**src/rtl/l1_bus_arb_pkg.sv**
```systemverilog
// Shared L1/L2 bus configuration: cache line geometry and the arbiter state encoding.
package l1_bus_arb_pkg;

  localparam int unsigned IMEM_LINE    = 128;
  localparam int unsigned IMEM_BLK_LEN = 26;
  localparam int unsigned DMEM_LINE    = 128;
  localparam int unsigned DMEM_BLK_LEN = 26;

  typedef enum logic [1:0] {
    IDLE  = 2'd0,
    REQ_I = 2'd1,
    REQ_D = 2'd2,
    RESP  = 2'd3
  } state_t;

endpackage

```
**src/rtl/l1_bus_arb_if.sv**
```systemverilog
// Bus bundle between the two L1 caches, the arbiter and L2.
interface l1_bus_arb_if
  import l1_bus_arb_pkg::*;
#(
  parameter int unsigned LINE    = IMEM_LINE,
  parameter int unsigned BLK_LEN = IMEM_BLK_LEN
);

  logic [BLK_LEN-1:0] b_addr_i;
  logic               b_rd_i;
  logic [LINE-1:0]    b_data_i;
  logic               b_dv_i;

  logic [BLK_LEN-1:0] b_addr_d;
  logic               b_rd_d;
  logic               b_wr_d;
  logic [LINE-1:0]    b_wdata_d;
  logic [LINE-1:0]    b_data_d;
  logic               b_dv_d;

  logic [BLK_LEN-1:0] l2_addr;
  logic               l2_rd;
  logic               l2_wr;
  logic [LINE-1:0]    l2_wdata;
  logic [LINE-1:0]    l2_rdata;
  logic               l2_ack;

  // Arbiter view
  modport master (
    input  b_addr_i, b_rd_i, b_addr_d, b_rd_d, b_wr_d, b_wdata_d, l2_rdata, l2_ack,
    output b_data_i, b_dv_i, b_data_d, b_dv_d, l2_addr, l2_rd, l2_wr, l2_wdata
  );

  // Caches plus L2 view
  modport slave (
    output b_addr_i, b_rd_i, b_addr_d, b_rd_d, b_wr_d, b_wdata_d, l2_rdata, l2_ack,
    input  b_data_i, b_dv_i, b_data_d, b_dv_d, l2_addr, l2_rd, l2_wr, l2_wdata
  );

endinterface

```
**src/rtl/l1_bus_arb_rr_arb2.sv**
```systemverilog
// Two-way round-robin selector; req[0] is the I-cache, req[1] the D-cache.
module rr_arb2 (
  input  logic       clk,
  input  logic       rst_n,
  input  logic [1:0] req,
  input  logic       adv,
  output logic [1:0] gnt
);

  logic pri_d;

  always_comb begin
    gnt = '0;
    if (req[1] && (!req[0] || pri_d)) gnt[1] = 1'b1;
    else if (req[0])                  gnt[0] = 1'b1;
  end

  // Only a contested grant moves the pointer, so an uncontested grant never steals the next tie.
  always_ff @(posedge clk or negedge rst_n) begin
    if (!rst_n)              pri_d <= 1'b1;
    else if (adv && (&req))  pri_d <= gnt[0];
  end

endmodule

```
**src/rtl/l1_bus_arb.sv**
```systemverilog
// Arbitrates I-cache refills and D-cache refills/writebacks onto a single-outstanding L2 port.
module l1_bus_arb
  import l1_bus_arb_pkg::*;
#(
  parameter int unsigned LINE    = IMEM_LINE,
  parameter int unsigned BLK_LEN = IMEM_BLK_LEN
) (
  input logic         clk,
  input logic         rst_n,
  l1_bus_arb_if.master bus
);

  if (DMEM_LINE != IMEM_LINE) begin : g_line_chk
    $error("DMEM_LINE must equal IMEM_LINE");
  end

  state_t             state, state_nx;
  logic [BLK_LEN-1:0] addr_q;
  logic [LINE-1:0]    wdata_q;
  logic [LINE-1:0]    rdata_q;
  logic               l2_rd_q;
  logic               l2_wr_q;
  logic               sel_d_q;
  logic [1:0]         req;
  logic [1:0]         gnt;
  logic               adv;

  assign req = {bus.b_rd_d | bus.b_wr_d, bus.b_rd_i};
  assign adv = (state == IDLE);

  rr_arb2 u_rr (
    .clk   (clk),
    .rst_n (rst_n),
    .req   (req),
    .adv   (adv),
    .gnt   (gnt)
  );

  always_ff @(posedge clk or negedge rst_n) begin
    if (!rst_n) state <= IDLE;
    else        state <= state_nx;
  end

  always_comb begin
    state_nx = state;
    unique case (state)
      IDLE: begin
        if (gnt[1])      state_nx = REQ_D;
        else if (gnt[0]) state_nx = REQ_I;
      end
      REQ_I, REQ_D: if (bus.l2_ack) state_nx = RESP;
      RESP:         state_nx = IDLE;
      default:      state_nx = IDLE;
    endcase
  end

  always_ff @(posedge clk or negedge rst_n) begin
    if (!rst_n) begin
      addr_q  <= '0;
      wdata_q <= '0;
      rdata_q <= '0;
      l2_rd_q <= 1'b0;
      l2_wr_q <= 1'b0;
      sel_d_q <= 1'b0;
    end else begin
      unique case (state)
        IDLE: begin
          // A D-side write wins over a simultaneous D-side read; the read stays pending.
          if (gnt[1]) begin
            addr_q  <= bus.b_addr_d;
            wdata_q <= bus.b_wdata_d;
            l2_rd_q <= ~bus.b_wr_d;
            l2_wr_q <= bus.b_wr_d;
            sel_d_q <= 1'b1;
          end else if (gnt[0]) begin
            addr_q  <= bus.b_addr_i;
            l2_rd_q <= 1'b1;
            l2_wr_q <= 1'b0;
            sel_d_q <= 1'b0;
          end
        end
        REQ_I, REQ_D: begin
          if (bus.l2_ack) begin
            rdata_q <= bus.l2_rdata;
            l2_rd_q <= 1'b0;
            l2_wr_q <= 1'b0;
          end
        end
        default: ;
      endcase
    end
  end

  assign bus.l2_addr  = addr_q;
  assign bus.l2_wdata = wdata_q;
  assign bus.l2_rd    = l2_rd_q;
  assign bus.l2_wr    = l2_wr_q;
  assign bus.b_data_i = rdata_q;
  assign bus.b_data_d = rdata_q;
  assign bus.b_dv_i   = (state == RESP) && !sel_d_q;
  assign bus.b_dv_d   = (state == RESP) &&  sel_d_q;

endmodule

```
**src/flat_wrapper.sv**
```systemverilog
// flat-port wrapper written by rule: the top's interface ports become plain ports
module l1_bus_arb_flat import l1_bus_arb_pkg::*;
#(
  parameter int unsigned LINE    = IMEM_LINE,
  parameter int unsigned BLK_LEN = IMEM_BLK_LEN
)
  (clk, rst_n, bus_b_addr_i, bus_b_rd_i, bus_b_addr_d, bus_b_rd_d, bus_b_wr_d, bus_b_wdata_d, bus_l2_rdata, bus_l2_ack, bus_b_data_i, bus_b_dv_i, bus_b_data_d, bus_b_dv_d, bus_l2_addr, bus_l2_rd, bus_l2_wr, bus_l2_wdata);
  l1_bus_arb_if #(.LINE(LINE), .BLK_LEN(BLK_LEN)) bus_i ();
  input logic clk;
  input logic rst_n;
  input wire logic [$bits(bus_i.b_addr_i)-1:0] bus_b_addr_i;
  input wire logic [$bits(bus_i.b_rd_i)-1:0] bus_b_rd_i;
  input wire logic [$bits(bus_i.b_addr_d)-1:0] bus_b_addr_d;
  input wire logic [$bits(bus_i.b_rd_d)-1:0] bus_b_rd_d;
  input wire logic [$bits(bus_i.b_wr_d)-1:0] bus_b_wr_d;
  input wire logic [$bits(bus_i.b_wdata_d)-1:0] bus_b_wdata_d;
  input wire logic [$bits(bus_i.l2_rdata)-1:0] bus_l2_rdata;
  input wire logic [$bits(bus_i.l2_ack)-1:0] bus_l2_ack;
  output wire logic [$bits(bus_i.b_data_i)-1:0] bus_b_data_i;
  output wire logic [$bits(bus_i.b_dv_i)-1:0] bus_b_dv_i;
  output wire logic [$bits(bus_i.b_data_d)-1:0] bus_b_data_d;
  output wire logic [$bits(bus_i.b_dv_d)-1:0] bus_b_dv_d;
  output wire logic [$bits(bus_i.l2_addr)-1:0] bus_l2_addr;
  output wire logic [$bits(bus_i.l2_rd)-1:0] bus_l2_rd;
  output wire logic [$bits(bus_i.l2_wr)-1:0] bus_l2_wr;
  output wire logic [$bits(bus_i.l2_wdata)-1:0] bus_l2_wdata;
  assign bus_i.b_addr_i = bus_b_addr_i;
  assign bus_i.b_rd_i = bus_b_rd_i;
  assign bus_i.b_addr_d = bus_b_addr_d;
  assign bus_i.b_rd_d = bus_b_rd_d;
  assign bus_i.b_wr_d = bus_b_wr_d;
  assign bus_i.b_wdata_d = bus_b_wdata_d;
  assign bus_i.l2_rdata = bus_l2_rdata;
  assign bus_i.l2_ack = bus_l2_ack;
  assign bus_b_data_i = bus_i.b_data_i;
  assign bus_b_dv_i = bus_i.b_dv_i;
  assign bus_b_data_d = bus_i.b_data_d;
  assign bus_b_dv_d = bus_i.b_dv_d;
  assign bus_l2_addr = bus_i.l2_addr;
  assign bus_l2_rd = bus_i.l2_rd;
  assign bus_l2_wr = bus_i.l2_wr;
  assign bus_l2_wdata = bus_i.l2_wdata;
  l1_bus_arb #(.LINE(LINE), .BLK_LEN(BLK_LEN)) u_core (.clk(clk), .rst_n(rst_n), .bus(bus_i));
endmodule
```
**config.mk**
```make
export PLATFORM = sky130hd
export DESIGN_NAME = l1_bus_arb_flat
export DESIGN_NICKNAME = d
export VERILOG_FILES = /design/src/rtl/l1_bus_arb_pkg.sv /design/src/rtl/l1_bus_arb_if.sv /design/src/rtl/l1_bus_arb_rr_arb2.sv /design/src/rtl/l1_bus_arb.sv /design/src/flat_wrapper.sv
export SDC_FILE = /design/constraint.sdc
export NUM_CORES = 1
export LEC_CHECK = 0
export ABC_CLOCK_PERIOD_IN_PS = 3400
export CAP_MARGIN = 20
export CORE_AREA = 5 5 281 283
export DETAILED_ROUTE_END_ITERATION = 10
export DIE_AREA = 0 0 286 288
export PLACE_DENSITY = 0.48
export SYNTH_ARGS = -nofsm -noshare
export SYNTH_HDL_FRONTEND = slang
export SYNTH_HIERARCHICAL = 1
export SYNTH_SLANG_ARGS = --single-unit
```
**constraint.sdc**
```tcl
create_clock -name clk -period 3.4 [get_ports clk]
set_input_delay 1.02 -clock clk [delete_from_list [all_inputs] [get_ports clk]]
set_output_delay 1.02 -clock clk [all_outputs]
set_load 0.01 [all_outputs]
```
==> results.ini <==
[outcome]
status = completed

[global_route]
top_usage_layer = met2
met1_usage_pct = 11.5
grt_pass1_wl_um = 65400
grt.met2_usage_pct = 18.5
grt_max_degree = 71
grtUsageMet3_pct = 4.13
grt_overflow = 0
grt_use_total_pct = 10.4
antenna_found_initial = 3
grt_pass1_vias = 9600

[sta]
fin_tns_setup_ns = 0
finalSetupViolCount = 0
hold_viol = 0
finalCritPeriodShare_pct = 85.3
worst_pin_slew_ns = 0.532
min_period_ns = 2.90
finClkSkew_ns = 0.0105
maxSlewHeadroom_pct = 64.5
slew_viol_final = 0
rsz0062_at_grt = no
max_freq_mhz = 345
holdWs_ns = 0.449

[final_layout]
fin_util_pct = 28.5
fin_nets = 1771
drive_gt1_share_pct = 23.6
area_delta_synth_final_pct = 67.7

[synthesis]
synthTopCellsByArea = dfrtp_1 (55%), mux2_4 (27%), buf_4 (7.4%)
yosysTopAreaCellShare_pct = 55.2
synth_fp_nets = 1141
synth.avg_cell_area_um2 = 15.8
async_reset_ff_share_pct = 100
seq_area_frac_synth_pct = 55.4
yosys_warnings = 6
yosys.area.top_type = dfrtp_1
syn_area_um2 = 13000
syn-instance-count = 824
synth_edf_count = 0
ys.flop_type = dfrtp_1
synth_cell_types = 32
synth_seq_cells = 288

[die]
num_rows = 102
die-area_um2 = 82400
coreArea_um2 = 76400
initial_utilization_pct = 17.0
dieWidth_um = 286
boundaryPins = 728
fp.dieH_um = 288

[clock_network]
clockRootBuffer = clkbuf_16
cts_made_buffers = 37
cts.sinks = 288
htreeDepth = 2
clk-insertion-delay-late_ns = 0.53
cts_resized = 0
clk_pin_slew_ns = 0.05
ctsHoldBuffers = 0
postCtsSetupRepairBufs = 0
cts_tree = built
cts_buffer_depth = 3

[critical_path]
r2r-start = u_core/state[0]
cp-startpoint = u_core/state[1]
arrival_ns = 1.88
start_kind = flip-flop
worstSetupPathType = reg2out
cp-endpoint = bus_b_dv_i
reg2reg_depth = 5
crit_fanout = 3
worst_ep_required_time_ns = 2.38
cp-end-kind = output port
reg2reg_to = u_core/bus.b_data_d[109]
rrSetupSlack_ns = 1.34

[place]
hpwl_um = 35600
portBuffers = 727
gp_congestion = 0.736

[detailed_routing]
dr.pass1.iters = 4
ant_nets = 0
drt_iter0_drc = 215
via_per_inst = 3.52
route.detailed.drc = 0
vias = 8713
routed_wl_um = 45700
routedWlPerCell_um = 18.5

[power]
vdd_drop_max_uv = 373
p_int_mw = 15.4
leakagePower_nw = 9.61
pwr-share-seq_pct = 29.6
power_frac_comb_pct = 53.0
power.density_nw_per_um2 = 1040
power_switching_mw = 7.29
p_sw_share_pct = 32.2
pwr-share-clk_pct = 17.4

[run]
cap_violations = 0

[hold_path]
worstHoldPathType = in2async

-- critical path, stage by stage (launching register included) --
cell	delay (ns)
dfrtp_1	0.37
ha_1	0.21
nor2b_1	0.16
clkdlybuf4s50_1	0.62
-- metal layers --
metal	share of wire, %	vias up
met4	2.2	2
li1	-	3962
met1	38	4258
met5	0.028	-
met2	51	431
met3	9.1	60
-- placed cells by master, fill, tap and decap left out, types with 2 or more instances in the layout --
| master | instances |
|---|---|
| ha_1 | 3 |
| clkinv_2 | 7 |
| dfrtp_1 | 287 |
| mux2_2 | 25 |
| mux2_1 | 3 |
| clkbuf_8 | 8 |
| o21ai_0 | 27 |
| buf_4 | 21 |
| inv_1 | 6 |
| bufinv_16 | 2 |
| buf_12 | 8 |
| mux2i_1 | 26 |
| nand2_8 | 2 |
| mux2_4 | 230 |
| clkbuf_16 | 39 |
| nand2_1 | 31 |
| diode_2 | 3 |
| clkdlybuf4s50_1 | 726 |
| nor2b_1 | 2 |
| clkbuf_1 | 8 |
-- sequential cells by signal (all words and copies together), names as in the netlist --
name and flops:
u_core/bus.b_data_d 128, u_core/bus.l2_wdata 128, u_core/bus.l2_addr 26, u_core/state 2, u_core/bus.l2_rd 1, u_core/bus.l2_wr 1, u_core/sel_d_q 1, u_core/u_rr/pri_d 1
-- area by class of cell --
| class | count | area (µm²) |
|---|---|---|
| fill | 7715 | 54600 |
| timing repair buffer | 756 | 7600 |
| sequential | 288 | 7210 |
| multi-input combinational | 365 | 4510 |
| tap | 988 | 1240 |
| clock buffer | 55 | 1120 |
| clock inverter | 11 | 111 |
| inverter | 6 | 22.5 |
| antenna | 3 | 7.51 |
-- synth_stat cells, types with 2 or more instances --
master	count
clkbuf_1	3
inv_1	6
buf_4	128
mux2i_1	26
o21ai_0	27
ha_1	3
mux2_4	230
buf_2	6
dfrtp_1	287
nor2b_1	2
mux2_2	25
nand2_2	2
mux2_1	3
buf_6	28
nand2_1	31
-- metrics by stage --
step	setup WS, ns	cells	cell area (µm²)	power, mW
2_1_floorplan	0.977	824	13000	13.2
4_1_cts	0.383	2468	21800	23.1
6_report	0.500	2472	21800	22.6
3_5_place_dp	0.128	2402	20600	18.9
3_3_place_gp	0.148	2402	20600	18.8
5_1_grt	0.332	2471	21800	23.9
-- worst min path at each step --
| stage | end | start | depth (start not counted) |
|---|---|---|---|
| after detailed placement | u_core/bus.l2_addr[10] | u_core/bus.l2_addr[10] | 2 |
| after CTS | u_core/bus.l2_addr[13] | rst_n | 1 |
| final | u_core/bus.l2_addr[13] | rst_n | 1 |
| after global routing | u_core/bus.l2_addr[5] | rst_n | 1 |
| after global placement | u_core/bus.l2_addr[25] | u_core/bus.l2_addr[25] | 2 |
| after floorplan | u_core/sel_d_q | u_core/sel_d_q | 2 |
-- logic make-up (layout without fill, tap and decap cells) --
logic type / count (synthesis) / after routing / share of synthesized area (%)
flip-flops: 288 / 288 / 55.4
adder cells (fa/ha/maj): 3 / 3 / 0.289
buffers and inverters: 171 / 828 / 10.3
multiplexers: 284 / 284 / 31.0
XOR/XNOR: 1 / 1 / 0.0673
AND/OR/NAND/NOR: 41 / 41 / 1.36
other: 0 / 3 / 0
AO/OA/AOI/OAI: 36 / 36 / 1.60
-- power by group through the flow --
stage | Clock, mW | Combinational [mW] | Sequential [mW]
2_1_floorplan | 0 | 6.03 | 7.13
3_3_place_gp | 0 | 12.1 | 6.71
3_5_place_dp | 0 | 12.2 | 6.72
4_1_cts | 4.14 | 12.2 | 6.74
5_1_grt | 4.28 | 12.7 | 6.95
6_report | 3.93 | 12.0 | 6.70
(Power assumes the default switching activity.)
